File: src/rtl/cpu_pkg.sv
// cpu_pkg: shared types for the 8-bit RISC CPU sequencer.
//   OP_W     - opcode field width (3)
//   opcode_e - instruction opcodes HLT..JMP
//   phase_e  - the eight machine-cycle phases INST_ADDR..STORE
package cpu_pkg;

   localparam int OP_W = 3;

   typedef enum logic [2:0] {
      HLT = 3'd0,
      SKZ = 3'd1,
      ADD = 3'd2,
      AND = 3'd3,
      XOR = 3'd4,
      LDA = 3'd5,
      STO = 3'd6,
      JMP = 3'd7
   } opcode_e;

   typedef enum logic [2:0] {
      INST_ADDR  = 3'd0,
      INST_FETCH = 3'd1,
      INST_LOAD  = 3'd2,
      IDLE       = 3'd3,
      OP_ADDR    = 3'd4,
      OP_FETCH   = 3'd5,
      ALU_OP     = 3'd6,
      STORE      = 3'd7
   } phase_e;

endpackage

File: src/rtl/ctrl_phase_cnt.sv
// ctrl_phase_cnt: 3-bit machine-cycle phase counter, wraps 7 -> 0.
// Ports:
//   clk   in   rising-edge clock
//   rst_n in   async active-low reset (phase -> 0)
//   hold  in   1 = keep the current phase
//   phase out  current phase
module ctrl_phase_cnt (
   input  logic       clk,
   input  logic       rst_n,
   input  logic       hold,
   output logic [2:0] phase
);

   always_ff @(posedge clk or negedge rst_n) begin
      if (!rst_n) begin
         phase <= 3'd0;
      end else if (!hold) begin
         phase <= phase + 3'd1;
      end
   end

endmodule

File: src/rtl/cpu_controller.sv
// cpu_controller: instruction sequencer for the 8-bit RISC CPU.
// Steps an 8-phase machine cycle and decodes opcode/zero into the
// datapath load and enable strobes.
// Ports:
//   clk, rst_n  clock, async active-low reset
//   opcode      instruction opcode from IR
//   zero        accumulator == 0
//   step        (CTRL_STEP_EN only) run one instruction from phase 0
//   sel         memory address from PC (1) or IR address field (0)
//   rd, wr      memory read enable / write strobe
//   ld_ir       load IR from memory
//   inc_pc      PC increment
//   ld_pc       PC load (jump)
//   ld_ac       accumulator load from ALU
//   data_e      drive ACC onto memory data bus
//   halt        sticky halt, cleared only by reset
// Build option: define CTRL_STEP_EN to add the single-step input.
//
// phase      | meaning
// INST_ADDR  | instruction address from PC
// INST_FETCH | instruction read
// INST_LOAD  | IR loads
// IDLE       | IR loads, read held
// OP_ADDR    | PC increment; HLT latches halt
// OP_FETCH   | operand read for ALU ops
// ALU_OP     | SKZ skip / JMP load / STO data drive
// STORE      | ACC load, JMP load, STO write
module cpu_controller
   import cpu_pkg::*;
#(
   parameter int OP_W = cpu_pkg::OP_W
) (
   input  logic            clk,
   input  logic            rst_n,
   input  logic [OP_W-1:0] opcode,
   input  logic            zero,
`ifdef CTRL_STEP_EN
   input  logic            step,
`endif
   output logic            sel,
   output logic            rd,
   output logic            ld_ir,
   output logic            inc_pc,
   output logic            ld_pc,
   output logic            ld_ac,
   output logic            wr,
   output logic            data_e,
   output logic            halt
);

   if (OP_W != 3) begin : g_bad_op_w
      $error("cpu_controller: OP_W must be 3");
   end

   logic [2:0] phase_cnt;
   phase_e     phase;
   logic       hold;
   logic       op_hlt, op_skz, op_alu, op_sto, op_jmp;

   assign phase = phase_e'(phase_cnt);

`ifdef CTRL_STEP_EN
   assign hold = halt | ((phase == INST_ADDR) & ~step);
`else
   assign hold = halt;
`endif

   ctrl_phase_cnt u_phase_cnt (
      .clk   (clk),
      .rst_n (rst_n),
      .hold  (hold),
      .phase (phase_cnt)
   );

   // Unlisted (or X) opcodes leave every flag low, so only the phase-4
   // inc_pc survives for them.
   always_comb begin
      op_hlt = 1'b0;
      op_skz = 1'b0;
      op_alu = 1'b0;
      op_sto = 1'b0;
      op_jmp = 1'b0;
      case (opcode)
         HLT:               op_hlt = 1'b1;
         SKZ:               op_skz = 1'b1;
         ADD, AND, XOR, LDA: op_alu = 1'b1;
         STO:               op_sto = 1'b1;
         JMP:               op_jmp = 1'b1;
         default: ;
      endcase
   end

   always_ff @(posedge clk or negedge rst_n) begin
      if (!rst_n) begin
         halt <= 1'b0;
      end else if ((phase == OP_ADDR) && op_hlt) begin
         halt <= 1'b1;
      end
   end

   always_comb begin
      sel    = 1'b0;
      rd     = 1'b0;
      ld_ir  = 1'b0;
      inc_pc = 1'b0;
      ld_pc  = 1'b0;
      ld_ac  = 1'b0;
      wr     = 1'b0;
      data_e = 1'b0;
      if (!halt) begin
         case (phase)
            INST_ADDR: sel = 1'b1;
            INST_FETCH: begin
               sel = 1'b1;
               rd  = 1'b1;
            end
            INST_LOAD, IDLE: begin
               sel   = 1'b1;
               rd    = 1'b1;
               ld_ir = 1'b1;
            end
            OP_ADDR: inc_pc = 1'b1;
            OP_FETCH: rd = op_alu;
            ALU_OP: begin
               rd     = op_alu;
               inc_pc = op_skz & zero;
               ld_pc  = op_jmp;
               data_e = op_sto;
            end
            STORE: begin
               rd     = op_alu;
               ld_ac  = op_alu;
               ld_pc  = op_jmp;
               wr     = op_sto;
               data_e = op_sto;
            end
            default: ;
         endcase
      end
   end

endmodule
File: config.mk
export PLATFORM = sky130hd
export DESIGN_NAME = cpu_controller
export DESIGN_NICKNAME = d
export VERILOG_FILES = /design/src/rtl/cpu_pkg.sv /design/src/rtl/ctrl_phase_cnt.sv /design/src/rtl/cpu_controller.sv
export SDC_FILE = /design/constraint.sdc
export NUM_CORES = 1
export LEC_CHECK = 0
export ABC_AREA = 1
export ABC_CLOCK_PERIOD_IN_PS = 1300
export CAP_MARGIN = 5
export CORE_AREA = 2 2 39 41
export CTS_CLUSTER_SIZE = 28
export DETAILED_ROUTE_END_ITERATION = 8
export DIE_AREA = 0 0 41 43
export DONT_BUFFER_PORTS = 1
export PLACE_DENSITY = 0.44
export SKIP_LAST_GASP = 1
export SLEW_MARGIN = 20
export SYNTH_ARGS = -nofsm -noshare
export SYNTH_HDL_FRONTEND = slang
export SYNTH_HIERARCHICAL = 1
export SYNTH_SLANG_ARGS = --single-unit
File: constraint.sdc
create_clock -name clk -period 1.3 [get_ports clk]
set_input_delay 0.325 -clock clk [delete_from_list [all_inputs] [get_ports clk]]
set_output_delay 0.325 -clock clk [all_outputs]
set_load 0.01 [all_outputs]
---- Word level (Yosys, flattened, before mapping) ----
Cells that the tools add are included.
operators by class
  add/subtract/negate cells ............... 1
  reduce and logical (&&, ||, !) cells .... 9
  bitwise gates (word level) .............. 1
  equal/unequal tests ..................... 14
  multiplexer cells ....................... 21
operators with widths
  operator                                                          count
  3-bit == test (second input constant)                             8
  1-bit two-way mux                                                 19
  3-bit by 2-bit == test with 1-bit output (second input constant)  4
  4-bit OR reduction                                                2
  3-bit by 1-bit == test with 1-bit output (second input constant)  2
  3-bit zero test                                                   2
  3-bit OR reduction                                                2
  1-bit case mux with 2 select lines                                2
  2-bit OR reduction                                                2
  3-bit by 1-bit adder with 3-bit output (second input constant)    1
  1-bit bitwise AND                                                 1
  1-bit logical AND                                                 1
storage, ports and cells
  register bits after elaboration ......... 4
  input bits .............................. 6

---- Depth between registers and ports, before layout ----
Gate-level depths: netlist of run 1.
  depth in word-level cells ............... 5
  mapped depth ............................ 5
  mapped depth without buffers ............ 5

---- By module ----
The synthesis of run 1 kept the hierarchy.
by module, submodules not included
  module          instances  sequential area each (sq um)  cells each  area each (sq um)
  cpu_controller  1          25.0                          34          175.2
  ctrl_phase_cnt  1          75.1                          15          137.6

---- Worst setup path after synthesis of run 1 ----
No wires, ideal clock.
  kind .................................... register -> output
  start point ............................. reg halt
  end point ............................... out inc_pc
  data required time ...................... 0.975 ns
  cell stages (with the launch flop) ...... 4
  path buffers ............................ 0
  slack ................................... 0.084 ns
  arrival time ............................ 0.891 ns
  path through ............................ dfrtp_1 -> nor2_1 -> nand2_1 -> a21oi_1
between the ends
  cells in the longest elaborated chain, start to end .. 1
RTL lines
  what                      line                   RTL
  start: declaration        cpu_controller.sv:48   output logic halt
  start signal: assignment  cpu_controller.sv:95   halt <= 1'b0;
  start signal: assignment  cpu_controller.sv:97   halt <= 1'b1;
  1-bit two-way mux         cpu_controller.sv:110  if (!halt) begin
  end: declaration          cpu_controller.sv:43   output logic inc_pc,
No other way between the ends.

---- Worst setup path after layout of run 1 ----
  start point ............................. reg halt
  end point ............................... out ld_pc
between the ends
  cells in the longest elaborated chain, start to end .. 1
RTL lines
  what               line                   RTL
  1-bit two-way mux  cpu_controller.sv:110
  end: declaration   cpu_controller.sv:44   output logic ld_pc,
No other way between the ends.

==> results of run 1 <==
[where the power goes]
part           internal, mW  total (mW)  switching [mW]
registers             0.125       0.125               0
logic               0.00598      0.0138         0.00784
clock network         0.103       0.150          0.0471
total                 0.234       0.289          0.0550
[state kept, by name, indices dropped and copies added, names as in the netlist]
register and cells:
u_phase_cnt/phase 3, halt 1
[placed cells by master, fill, tap and decap left out, drive strengths merged]
master / synthesis / final
nand4: 1 / 1
nand3: 4 / 4
nor2: 8 / 8
inv: 9 / 9
clkbuf: 0 / 3
buf: 0 / 8
dlygate4sd3: 0 / 1
dfrtp: 4 / 4
ha: 1 / 1
o21ai: 1 / 1
nor3b: 1 / 1
nand2: 16 / 16
and2: 1 / 1
a21oi: 1 / 1
xnor2: 1 / 1
nor3: 1 / 1
[worst min-delay path, cell delays in order]
cell,delay (ns)
sky130_fd_sc_hd__nor2_1,0.03
sky130_fd_sc_hd__nand2_1,0.04
sky130_fd_sc_hd__o21ai_0,0.08
[timing repair]
item	in CTS	in global routing
hold buffers	1	0
hold endpoints to repair	4	0
gates cloned	0	0
setup buffers	3	1
setup endpoints to repair	9	8
resized for setup	8	2
pin swaps	4	2
[Yosys cell counts]
library cell	n
sky130_fd_sc_hd__a21oi_1	1
sky130_fd_sc_hd__and2_1	1
sky130_fd_sc_hd__dfrtp_1	4
sky130_fd_sc_hd__ha_1	1
sky130_fd_sc_hd__inv_1	8
sky130_fd_sc_hd__inv_2	1
sky130_fd_sc_hd__nand2_1	15
sky130_fd_sc_hd__nand2_2	1
sky130_fd_sc_hd__nand3_1	3
sky130_fd_sc_hd__nand3_2	1
sky130_fd_sc_hd__nand4_1	1
sky130_fd_sc_hd__nor2_1	8
sky130_fd_sc_hd__nor3_2	1
sky130_fd_sc_hd__nor3b_1	1
sky130_fd_sc_hd__o21ai_0	1
sky130_fd_sc_hd__xnor2_1	1
[path summary, 6_finish.rpt]
path / start / to / cells after the start
worst max-delay path: halt / ld_pc / 2
worst min-delay path: opcode[1] / halt / 3
worst max register to register: halt / u_phase_cnt/phase[2] / 6
worst min register to register: u_phase_cnt/phase[0] / u_phase_cnt/phase[0] / 1
max in group asynchronous: rst_n / u_phase_cnt/phase[0] / 1
min in group asynchronous: rst_n / u_phase_cnt/phase[1] / 1
[cell families after synthesis]
family / synth area share [%]
flops: 32.0
xor+xnor: 2.80
buf+inv: 10.8
compound gates: 3.20
fa+ha+maj: 4.00
simple gates: 47.2
[layer usage]
layer,track usage [%],up-vias,share of wire (%)
li1,-,176,-
met1,10.0,140,45
met2,14.4,11,47
met3,3.14,0,8.1
met4,8.00,0,0
met5,0,-,0
[area by class of cell]
| cell class | instances | area share [%] |
|---|---|---|
| multi-input cells | 36 | 43.0 |
| flip-flops and latches | 4 | 23.5 |
| repair buffers | 9 | 16.5 |
| inverters | 9 | 7.54 |
| clock buffers | 3 | 5.03 |
| well taps | 16 | 4.47 |
[stage by stage]
| stage | hold WS [ns] | area (sq um) | power, mW | cells |
|---|---|---|---|---|
| after floorplan | 0.0294 | 313 | 0.135 | 49 |
| after global placement | 0.0295 | 363 | 0.137 | 69 |
| after detailed placement | 0.0295 | 363 | 0.136 | 69 |
| after CTS | 0.306 | 433 | 0.299 | 76 |
| after global routing | 0.329 | 448 | 0.317 | 77 |
| final | 0.307 | 448 | 0.289 | 77 |
==> results, run 1 <==
- The floorplan step defined a die boundary enclosing 1760 sq um.
- The floorplan step set the die width to 41 microns.
- The buffering stage count on the worst path with inverters included is 1.
- The clock tree root buffer cell is sky130_fd_sc_hd__clkbuf_4.
- Summed over all layers, the global routing overflow is 0.
- The category of the critical setup timing path is reg2out.
- No sink is reached through more buffers than the 2 on the longest clock path.
- Static timing analysis puts the maximum clock frequency at 707 MHz.
- On the critical path the largest part of the delay comes from flip-flops.
- The final cycle utilization of the critical path is 109%.
- After detailed routing, the average wire length per cell comes to 9.45 microns.
- During synthesis, Yosys emitted a total of 6 warnings.
- The checks that failed: negative setup slack.
- The number of clock buffers added by TritonCTS is 3.
- The total power density per cell area is 645 nW/um^2.
- On the final layout, the worst clock skew is 0.000301 ns.
- The number of sinks handled by clock tree synthesis is 4.
- The final critical delay including setup and external delays is 1.41 ns.
- The die is 43 microns tall.
- The static power due to leakage is 0.228 nW.
- STA classifies the critical path endpoint as an output port.
- The type of the most critical hold path is in2reg.
- Across all register-to-register paths, the minimum setup slack is 0.25 ns.
- The detail route stage leaves a number of antenna-violating nets equal to 0.
- The critical path goes through buf_4 > nor3_2.
- The mean post-synth cell area is 6.38 sq um.
- The worst-case IR drop observed on VDD is 0.000461 V.
- Along the worst path, the maximum fanout reaches 8.
- Registers take 105 sq um.
- The run finished, with violations left.
- The number of antenna violations at the first check in global routing was 0.
- Max-cap violations in this run came to 0.
- At the end of the flow the core is filled with cells to 32.4%.
- Setup repair after global routing could not meet its margin everywhere.
- The total area inside the core boundary comes to 1380 sq um.
- The clock latency at the later pin of the worst-skew pair is 0.23 ns.
- The count of unique library cells instantiated by Yosys is 16.
- The wire-length estimate of the detail-placed layout is 519 microns.
- Clock-pin slew was measured on the worst setup and hold paths at 0.04 ns.
- For this run, the register share of the synthesized area comes to 32.0%.
- The routability-driven placement congestion ratio is 0.639.
- The count of buffers added on input and output ports is 0.
- The via count of the first global-routing pass came to 292.
- The largest net degree at the start of global routing is 9.
- The largest total area in the synthesized netlist belongs to sky130_fd_sc_hd__dfrtp_1.
- The slew at the pin with the worst max-slew slack is 0.232 ns.
- The initialized floorplan defines 14 standard-cell rows.
- The number of DRC markers after the initial detailed-route iteration is 7.
- The level count of the clock H-tree is 1.
- The netlist area before placement is 313 sq um.
- The critical path launch point type is a flip-flop.
- For this run, the slowest stage of the critical path takes 0.45 ns.
- The routed design has 728 microns of wire.
- The final route contains 327 vias.
- The detailed-router iteration count before antenna repair is 4.
- Global routing used 9.56% of the available tracks across all layers.
- The count of nets after finishing is 70.
- STA puts the critical path data required time at 0.98 ns.
- Measured against its own limit, the worst slew margin works out to 84.4%.
- Data on the critical path arrives at its endpoint at 1.09 ns.
- The final count of pins violating max slew was 0.
- The final setup slack of the worst path is -0.114 ns.
- The final hold violation count is 0.
- The final total negative setup slack is -0.702 ns.
- The post-route DRC violation count is 0.
- OpenSTA, run right after detailed placement, puts the worst setup slack at 0.0189 ns.
- The area share of the leading cell type in the synthesized netlist is 32.0%.
- The repair_antennas step left the layout with diodes totalling 0.
- For this configuration, the core starts out at a cell density of 22.6%.
- The number of synthesized register bits is 4.
- The area used by multi-input combinational logic is 193 sq um.
- TritonCTS built the clock tree.
- The number of nets in the synthesized netlist is 56.
- The gate count of the mapped netlist is 49.
- Ranked by total cell area, the synthesized netlist is headed by sky130_fd_sc_hd__dfrtp_1, sky130_fd_sc_hd__nand2_1, sky130_fd_sc_hd__inv_1, sky130_fd_sc_hd__nor2_1, sky130_fd_sc_hd__nand3_1.
- The count of final setup violators is 8.
- Of the cells placed in the final design, the portion with a size suffix greater than 1 is 37.7%.
- The cell with the largest stage delay on the worst path is sky130_fd_sc_hd__dfrtp_2.
- Using the TritonRoute via totals, the vias-per-cell ratio works out to 4.25.
- The global-route wire length before repair is 1.08 mm.
- Compared with the post-synthesis result, the final layout area differs by 43.2%.
- The number of filler cells placed in the layout is 163.
- The number of top-level design ports is 15.
Note: power is estimated with default switching activity, not from simulation.
==> inputs of run 2 (changes only) <==
--- a/config.mk
+++ b/config.mk
@@ -12,8 +12,8 @@
 export CTS_CLUSTER_SIZE = 28
 export DETAILED_ROUTE_END_ITERATION = 8
 export DIE_AREA = 0 0 41 43
-export DONT_BUFFER_PORTS = 1
-export PLACE_DENSITY = 0.44
+export HOLD_SLACK_MARGIN = 0.1
+export PLACE_DENSITY = 0.58
 export SKIP_LAST_GASP = 1
 export SLEW_MARGIN = 20
 export SYNTH_ARGS = -nofsm -noshare
==> run 2 against run 1 <==
Compared with the run above:
- the run still ends with negative setup slack left
- clock skew up 0.0081 ns
- final area up 46%
- die area unchanged
- fmax down 4.6%
- final cell count up 34%
- critical path depth up 2
- sequential share of layout area down 7.6 points
- worst setup slack worse by 0.068 ns
- sequential cell count unchanged
- global-route usage up 3.8 points
- clock power up 3%
- utilization up 15 points
==> results, run 2 (synthesized netlist as in run 1, its figures left out) <==
- The flow ran to the end, but the final reports show violations.
- The checks that failed: negative setup slack.
- The clock latency at the later pin of the worst-skew pair is 0.24 ns (about the same).
- The worst setup path is captured at an output port.
- The total wirelength of the detailed-routed design is 1.05 mm (+44%).
- The die area came to 1760 sq um (unchanged).
- The number of filler cells placed in the layout is 165 (+1.2%).
- The final hold violation count is 0 (unchanged).
- The largest net degree at the start of global routing is 8 (-1).
- The TritonCTS buffer count is 3 (unchanged).
- The worst slack at placement came to -0.739 ns (-0.758 ns).
- The count of final setup violators is 9 (+1).
- The fraction of layout instances using a drive strength above 1 was 50.6% (+13 points).
- The maximum clock path buffer count is 2 (unchanged).
- The clock-pin slew of the registers on the worst-case setup and hold paths was 0.04 ns (about the same).
- The effective utilization at floorplan was 22.6% (unchanged).
- The wire length per cell after detailed routing is 10.2 microns (+7.6%).
- The count of maximum capacitance violations came to 0 (unchanged).
- The clock skew is 0.00836 ns (+0.00806 ns).
- The post-detailed-route count of antenna-violating nets is 0 (unchanged).
- The total inserted antenna cells came to 0 (unchanged).
- The type of the most critical hold path is in2async.
- The worst vdd rail ir drop was 0.000311 V (-32%).
- The final setup slack of the worst path is -0.183 ns (-0.0684 ns).
- Leaving out fill and tap cells, the most frequent cells in the layout are sky130_fd_sc_hd__buf_4, sky130_fd_sc_hd__nand2_1, sky130_fd_sc_hd__inv_1, sky130_fd_sc_hd__buf_2.
- The clock tree root buffer cell is sky130_fd_sc_hd__clkbuf_4.
- The final total negative setup slack is -1.17 ns (-0.463 ns).
- The level count of the clock H-tree came to 1 (unchanged).
- The count of buffers from port buffering came to 14 (+14).
- The routability-driven placement congestion ratio is 0.657 (+2.7%).
- The worst slew margin relative to its limit is 87.1% (+2.7 points).
- The timing-limited maximum frequency is 675 MHz (-4.6%).
- Setup repair after global routing could not meet its margin everywhere.
- The static power due to leakage is 0.362 nW (+59%).
- The final critical delay including setup and external delays was 1.48 ns (+0.0684 ns).
- The post-route DRC violation count came to 0 (unchanged).
- The number of buffers inserted for hold repair after clock tree synthesis was 0 (-1).
- The critical path launch point type is a flip-flop.
- The total power density per cell area is 477 nW/um^2 (-26%).
- The sum of overflow across all layers after global routing is 0 (unchanged).
- The end-of-flow core utilization was 47.2% (+15 points).
- The finished layout cell area is 653 sq um (+46%).
- The die height is 43 microns (unchanged).
- The slew at the pin with the worst max-slew slack is 0.193 ns (-0.0393 ns).
- The highest net fanout along the worst path is 7 (-1).
- The placement-stage cell area is 526 sq um (+45%).
- The final count of pins violating max slew was 0 (unchanged).
- The site row count is 14 (unchanged).
- The number of top-level design ports is 15 (unchanged).
- The area used by multi-input combinational logic is 201 sq um (+4.5%).
- The via count of the first global-routing pass is 433 (+48%).
- The count of nets after finishing was 96 (+37%).
- The count of cells along the worst register-to-register path is 8 (+2).
- The number of sinks handled by clock tree synthesis is 4 (unchanged).
- The number of flip-flops under the largest register name came to 3 (unchanged).
- The placed wire-length estimate came to 674 microns (+30%).
- The worst path required time is 0.98 ns (about the same).
- The global-route wire length before repair is 1.59 mm (+47%).
- TritonCTS built the clock tree.
- The combined flip-flop and latch cell area is 104 sq um (-1.2%).
- The register bank with the most flops is u_phase_cnt/phase.
- The overall power consumption is 311 uW (+7.7%).
- The largest registers in the layout are u_phase_cnt/phase: 3 flops, halt: 1 flops.
- The data arrival time of the critical path is 1.16 ns (+0.07 ns).
- The category of the critical setup timing path is reg2out.
- The placeable core region was 1380 sq um (unchanged).
- The final cycle utilization of the critical path is 114% (+5.3 points).
- The global routing usage summed across all routing layers came to 13.4% (+3.8 points).
- Leaving out fill and tap cells, the most frequent cell in the layout is sky130_fd_sc_hd__buf_4.
- The number of DRC markers after the initial detailed-route iteration is 2 (-5).
- The number of antenna violations at the first check in global routing is 0 (unchanged).
- The detailed-router iteration count before antenna repair is 4 (unchanged).
- The total via count in the routed design is 440 (+35%).
- The horizontal die dimension is 41 microns (unchanged).
- Compared with the post-synthesis result, the final layout area differs by 109%.
- The post-detailed-route via-to-cell ratio is 4.27 (+0.59%).
[run 2: worst max-delay path: stages, from the launching register on]
cell and delay (ns):
sky130_fd_sc_hd__dfrtp_2 0.45, sky130_fd_sc_hd__inv_1 0.10, sky130_fd_sc_hd__nand4_1 0.11, sky130_fd_sc_hd__nor2_1 0.13, sky130_fd_sc_hd__buf_2 0.14
[run 2: metal layers]
metal / wire length [microns] / global-route usage (%) / vias to the layer above
met5: 0 / 0 / -
met4: 0 / 8.00 / 0
met3: 76 / 1.57 / 0
met2: 579 / 24.1 / 17
met1: 392 / 13.3 / 192
li1: - / - / 231
[run 2: final timing paths]
kind                                 startpoint                    to  slack (ns)
min in group clk                      opcode[2]                  halt        0.59
max in group asynchronous                 rst_n                  halt        0.81
hold / removal                            rst_n  u_phase_cnt/phase[0]        0.29
setup / recovery                           halt                data_e       -0.18
setup reg to reg           u_phase_cnt/phase[0]                  halt       -0.01
hold reg to reg                            halt                  halt        0.65
[run 2: stage by stage]
| stage | hold slack (ns) | std cells |
|---|---|---|
| after global routing | 0.308 | 103 |
| after detailed placement | 0.550 | 86 |
| after global placement | 0.538 | 86 |
| final | 0.294 | 103 |
| after floorplan | 0.0294 | 49 |
| after CTS | 0.292 | 98 |
[run 2: area by class of cell]
cell class              instances  area share (%)
clock buffers                   3            3.45
multi-input cells              36            30.8
inverters                       9            5.17
well taps                      16            3.07
flip-flops and latches          4            15.9
repair buffers                 35            41.6
[run 2: timing repair]
item | CTS | global route
setup buffers | 9 | 5
gates resized for setup | 48 | 9
endpoints found under the setup margin | 9 | 10
pin swaps | 10 | 6
[run 2: power by group]
part	internal [mW]	leakage (nW)	switching (mW)
clock	0.103	0.0138	0.0512
sequential	0.125	0.0470	0
combinational	0.0166	0.301	0.0152
